`src/rtl/tune_input_ctrl_pkg.sv`:
```
// Shared defaults and selection encodings for the tuning front panel.
package tune_input_ctrl_pkg;

  localparam int unsigned NUM_CHAN_DEF  = 5;
  localparam int unsigned NUM_PARAM_DEF = 4;

  typedef enum logic [3:0] {
    PARAM_KI = 4'd0,
    PARAM_KP = 4'd1,
    PARAM_TV = 4'd2
  } param_sel_e;

  function automatic logic [3:0] wrap_inc(input logic [3:0] v, input int unsigned n);
    return ((32'(v) + 32'd1) >= n) ? '0 : v + 4'd1;
  endfunction

endpackage

```
`src/rtl/btn_debounce.sv`:
```
// Two-flop synchronizer, counter debouncer and rising-edge press detector
// for one raw push-button.
module btn_debounce #(
  parameter int unsigned DEBOUNCE_CYCLES = 50000
) (
  input  logic clk,
  input  logic rst,
  input  logic i_btn,
  output logic o_level,
  output logic o_press
);

  localparam int unsigned CW = $clog2(DEBOUNCE_CYCLES + 1);

  logic          r_sync1;
  logic          r_sync2;
  logic          r_level;
  logic          r_level_d;
  logic [CW-1:0] r_cnt;

  always_ff @(posedge clk) begin
    if (rst) begin
      r_sync1   <= 1'b0;
      r_sync2   <= 1'b0;
      r_level   <= 1'b0;
      r_level_d <= 1'b0;
      r_cnt     <= '0;
    end else begin
      r_sync1   <= i_btn;
      r_sync2   <= r_sync1;
      r_level_d <= r_level;
      // Any cycle agreeing with the accepted level restarts the stability count.
      if (r_sync2 != r_level) begin
        if (r_cnt == CW'(DEBOUNCE_CYCLES - 1)) begin
          r_level <= r_sync2;
          r_cnt   <= '0;
        end else begin
          r_cnt <= r_cnt + CW'(1);
        end
      end else begin
        r_cnt <= '0;
      end
    end
  end

  assign o_level = r_level;
  assign o_press = r_level & ~r_level_d;

endmodule

```
`src/rtl/tune_input_ctrl.sv`:
```
// Front-panel controller: debounced buttons drive inc/dec pulses with
// hold-to-repeat, plus channel/parameter selection with wrap-around.
module tune_input_ctrl
  import tune_input_ctrl_pkg::*;
#(
  parameter int unsigned DEBOUNCE_CYCLES = 50000,
  parameter int unsigned HOLD_CYCLES     = 25000000,
  parameter int unsigned REPEAT_CYCLES   = 2500000,
  parameter int unsigned NUM_CHAN        = NUM_CHAN_DEF,
  parameter int unsigned NUM_PARAM       = NUM_PARAM_DEF
) (
  input  logic       clk,
  input  logic       rst,
  input  logic       btn_inc,
  input  logic       btn_dec,
  input  logic       btn_chan,
  input  logic       btn_param,
  output logic       inc_const,
  output logic       dec_const,
  output logic [3:0] choose_c,
  output logic [3:0] choose
);

  localparam int unsigned HW = $clog2(HOLD_CYCLES + 1);

  logic w_inc_lvl, w_inc_press, w_dec_lvl, w_dec_press;
  logic w_chan_press, w_param_press;
  logic w_unused_chan_lvl, w_unused_param_lvl;

  btn_debounce #(.DEBOUNCE_CYCLES(DEBOUNCE_CYCLES)) u_db_inc (
    .clk(clk), .rst(rst), .i_btn(btn_inc), .o_level(w_inc_lvl), .o_press(w_inc_press));
  btn_debounce #(.DEBOUNCE_CYCLES(DEBOUNCE_CYCLES)) u_db_dec (
    .clk(clk), .rst(rst), .i_btn(btn_dec), .o_level(w_dec_lvl), .o_press(w_dec_press));
  btn_debounce #(.DEBOUNCE_CYCLES(DEBOUNCE_CYCLES)) u_db_chan (
    .clk(clk), .rst(rst), .i_btn(btn_chan), .o_level(w_unused_chan_lvl), .o_press(w_chan_press));
  btn_debounce #(.DEBOUNCE_CYCLES(DEBOUNCE_CYCLES)) u_db_param (
    .clk(clk), .rst(rst), .i_btn(btn_param), .o_level(w_unused_param_lvl), .o_press(w_param_press));

  logic [HW-1:0] r_inc_cnt, r_dec_cnt;
  logic          r_inc_const, r_dec_const;
  logic [3:0]    r_choose_c, r_choose;

  logic w_both, w_sel_upd, w_inc_rep, w_dec_rep, w_inc_req, w_dec_req;

  always_comb begin
    w_both    = w_inc_lvl & w_dec_lvl;
    w_sel_upd = w_chan_press | w_param_press;
    w_inc_rep = (r_inc_cnt == HW'(HOLD_CYCLES - 1));
    w_dec_rep = (r_dec_cnt == HW'(HOLD_CYCLES - 1));
    w_inc_req = w_inc_lvl & ~w_both & (w_inc_press | w_inc_rep);
    w_dec_req = w_dec_lvl & ~w_both & (w_dec_press | w_dec_rep);
  end

  // After the first HOLD wait the counter reloads to HOLD-REPEAT, so the same
  // terminal compare yields the REPEAT period.
  always_ff @(posedge clk) begin
    if (rst || !w_inc_lvl || w_both || w_inc_press) begin
      r_inc_cnt <= '0;
    end else if (w_inc_rep) begin
      r_inc_cnt <= HW'(HOLD_CYCLES - REPEAT_CYCLES);
    end else begin
      r_inc_cnt <= r_inc_cnt + HW'(1);
    end
  end

  always_ff @(posedge clk) begin
    if (rst || !w_dec_lvl || w_both || w_dec_press) begin
      r_dec_cnt <= '0;
    end else if (w_dec_rep) begin
      r_dec_cnt <= HW'(HOLD_CYCLES - REPEAT_CYCLES);
    end else begin
      r_dec_cnt <= r_dec_cnt + HW'(1);
    end
  end

  always_ff @(posedge clk) begin
    if (rst) begin
      r_inc_const <= 1'b0;
      r_dec_const <= 1'b0;
      r_choose_c  <= '0;
      r_choose    <= PARAM_KI;
    end else begin
      // A selection change swallows any coincident pulse.
      r_inc_const <= w_inc_req & ~w_dec_req & ~w_sel_upd;
      r_dec_const <= w_dec_req & ~w_inc_req & ~w_sel_upd;
      if (w_chan_press) begin
        r_choose_c <= wrap_inc(r_choose_c, NUM_CHAN);
        r_choose   <= PARAM_KI;
      end else if (w_param_press) begin
        r_choose <= wrap_inc(r_choose, NUM_PARAM);
      end
    end
  end

  assign inc_const = r_inc_const;
  assign dec_const = r_dec_const;
  assign choose_c  = r_choose_c;
  assign choose    = r_choose;

endmodule

```
`config.mk`:
```
export PLATFORM = sky130hd
export DESIGN_NAME = tune_input_ctrl
export DESIGN_NICKNAME = d
export VERILOG_FILES = /design/src/rtl/tune_input_ctrl_pkg.sv /design/src/rtl/btn_debounce.sv /design/src/rtl/tune_input_ctrl.sv
export SDC_FILE = /design/constraint.sdc
export NUM_CORES = 1
export LEC_CHECK = 0
export CORE_MARGIN = 2
export CORE_UTILIZATION = 66
export CTS_CLUSTER_DIAMETER = 30
export DETAILED_ROUTE_END_ITERATION = 16
export PLACE_DENSITY = 0.86
export SLEW_MARGIN = 0
export SYNTH_ARGS = -nofsm -noshare
export SYNTH_HDL_FRONTEND = slang
export SYNTH_SLANG_ARGS = --single-unit
```
`constraint.sdc`:
```
create_clock -name clk -period 4.2 [get_ports clk]
set_input_delay 0.42 -clock clk [delete_from_list [all_inputs] [get_ports clk]]
set_output_delay 0.42 -clock clk [all_outputs]
set_load 0.02 [all_outputs]
```
==> qor.yml <==
min_path:
  hp-class: "reg -> reg"
  worst_hold_path.num_cells: 1
drt:
  via_per_inst: 6.195
  num_vias: 5167
  wirelength_mm: 12.81
  drc_errors: 0
  final_antenna_net_count: 0
  firstDrtPassIters: 7
  routedWlPerCell_um: 15.35
  drt-initial-drc-count: 207
clock_tree:
  hold_buffers: 0
  cts_tree: "done"
  ctsLongestPathBuffers: 2
  worstSkewPairLatency_ns: 0.52
  cts_buffers: 17
  h-tree-depth: 4
  post-cts-setup-buffers: 0
  cts_num_sinks: 140
  cts.clk_slew.worst_paths_ns: 0.06
  ctsResizeCount: 0
  cts_root_buffer: "clkbuf_8"
placement:
  place_congestion: 0.8857
  io_buffers: 15
  hpwl_mm: 8.442
  placed_area_sq_um: 6451
worst_setup_path:
  cp-end-kind: "flop"
  crit_arrival_ns: 2.83
  critical_path_class: "reg -> reg"
  worst_setup_path_start_kind: "flop"
  reg2reg_depth: 4
  path_max_fanout: 11
  required_ns: 4.62
synthesis:
  synthFlopType: "dfxtp_1"
  syn_area_per_cell_sq_um: 8.973
  synth_area_sq_um: 6236
  synthDistinctLibCells: 53
  syn_nets: 711
  synthCells: 695
  synth-seq-cells: 140
  seq_area_frac_synth: 0.4494
  async_reset_ff_frac: 0
  synth.top_cell.area_share: 0.4494
  synth_edf_count: 0
  synthTopCellsByArea: "dfxtp_1 45%, xnor2_1 5.6%, nor2_1 4.6%"
  synth_area_leader_cell: "dfxtp_1"
  yosys_warnings: 0
final_layout:
  n_fill_cell: 604
  seqCellArea_sq_um: 2803
  layout-drive-gt1-share: 0.06916
  mostFrequentLayoutCells: "140 x dfxtp_1, 76 x nor2_1, 40 x xnor2_1"
  diodes: 0
  final_common_cell: "dfxtp_1"
  num-nets-final: 727
  multi_input_area_sq_um: 3247
  design_area_sq_um: 7108
  area_growth_pct: 13.98
job:
  max_cap_viol_count: 0
timing:
  min_period_ns: 2.408
  tightest_slew_ns: 0.8771
  drv_slew: 0
  finalHoldViolCount: 0
  setup_tns_ns: 0
  relSlewSlack: 0.4135
  timing.final.crit_share: 0.5734
  setup-violations-final: 0
  skew_ns: 0.004594
  max_freq_ghz: 0.4153
  rsz0062_at_grt: "no"
  hold_slack_ns: 0.4359
die:
  dieArea_sq_um: 10240
  core-area_sq_um: 9196
  start_util: 0.6781
  die_x_um: 101.2
  boundaryPins: 16
  rows: 35
  fp.dieH_um: 101.2
global_route:
  grt_max_degree: 23
  overflow: 0
  met3_usage: 0.06142
  track_usage: 0.2624
  grt_pass1_wl_mm: 21.68
  grt_use_met2: 0.4600
  grt_pass1_vias: 4889
  antenna_found_initial: 0
  grt_busiest_layer: "met2"
  met1_usage: 0.3095
pwr:
  power_density_nw_per_um2: 423.9
  leakagePower_uw: 0.002276
  ir_worst_vdd_mv: 0.3831
status:
  outcome: "finished clean"
[through the flow]
step / power, uW / setup slack [ns] / instances / util
2_1_floorplan: 1378 / 2.277 / 695 / -
3_3_place_gp: 1386 / 1.711 / 803 / 0.7015
3_5_place_dp: 1387 / 1.615 / 803 / 0.7015
4_1_cts: 3028 / 1.822 / 834 / 0.7729
5_1_grt: 3087 / 1.652 / 834 / 0.7729
6_report: 3013 / 1.792 / 834 / 0.7729
[path summary, 6_finish.rpt]
check / slack (ns) / start / to
setup / recovery: 1.79 / r_inc_cnt[2] / inc_const
hold / removal: 0.44 / u_db_inc.r_sync1 / u_db_inc.r_sync2
setup reg to reg: 1.79 / r_inc_cnt[2] / inc_const
hold reg to reg: 0.44 / u_db_inc.r_sync1 / u_db_inc.r_sync2
[flip-flops by register name, summed over array words and instances, names as in the netlist, 4 cells and up]
register,cells
choose_c,4
u_db_dec.r_cnt,16
u_db_chan.r_cnt,16
choose,4
r_dec_cnt,25
r_inc_cnt,25
u_db_inc.r_cnt,16
u_db_param.r_cnt,16
[area by class of cell]
class	instances	area share
Multi-Input combinational cell	509	0.4568
Sequential cell	140	0.3943
Clock buffer	17	0.05826
Clock inverter	14	0.03415
Timing Repair Buffer	17	0.02324
Tap cell	111	0.01954
Inverter	26	0.01373
[power breakdown]
part / internal (uW) / total, uW / switching (uW)
Combinational: 9.31 / 22.1 / 12.8
Sequential: 1330 / 1340 / 2.65
Clock: 1080 / 1660 / 571
Total: 2430 / 3010 / 586
[metal layers]
metal | part of all wire | vias up | routed length [um]
li1 | - | 2546 | -
met4 | 0.020 | 0 | 259
met2 | 0.50 | 127 | 6467
met3 | 0.041 | 28 | 526
met1 | 0.43 | 2466 | 5553
met5 | 0 | - | 0
[critical path: stages (launching register included)]
cell and delay, ns:
dfxtp_1 0.43, and4_1 0.40, nand2_1 0.31, or4_1 0.75
a2111oi_4 0.41
[cells by family (layout without fill, tap and decap cells)]
kind of cell / Yosys count / after routing / share of synthesized area
compound gates: 93 / 93 / 0.1003
simple gates: 331 / 331 / 0.2931
flops: 140 / 140 / 0.4494
mux: 7 / 7 / 0.01164
xor+xnor: 68 / 68 / 0.09551
buf+inv: 46 / 74 / 0.02989
fa+ha+maj: 10 / 10 / 0.02006
[cell usage after synthesis, types with 4 or more instances]
cell,count
and4_1,13
nor4bb_1,4
a31oi_1,4
inv_1,26
o21a_1,5
nand3_1,38
and3_1,20
buf_2,5
dfxtp_1,140
clkbuf_1,14
xnor2_1,40
nand2b_1,4
o31ai_1,10
ha_1,10
nand2_1,38
o21ai_0,19
a21oi_1,31
mux2i_1,5
nor2_1,76
nor4b_1,8
a211oi_1,5
nand4_1,33
nor3_1,26
nor4_1,7
nor2b_1,15
or4_1,15
a31o_2,4
and2_1,5
or3_1,19
xor2_1,28
Note: power is estimated with default switching activity, not from simulation.
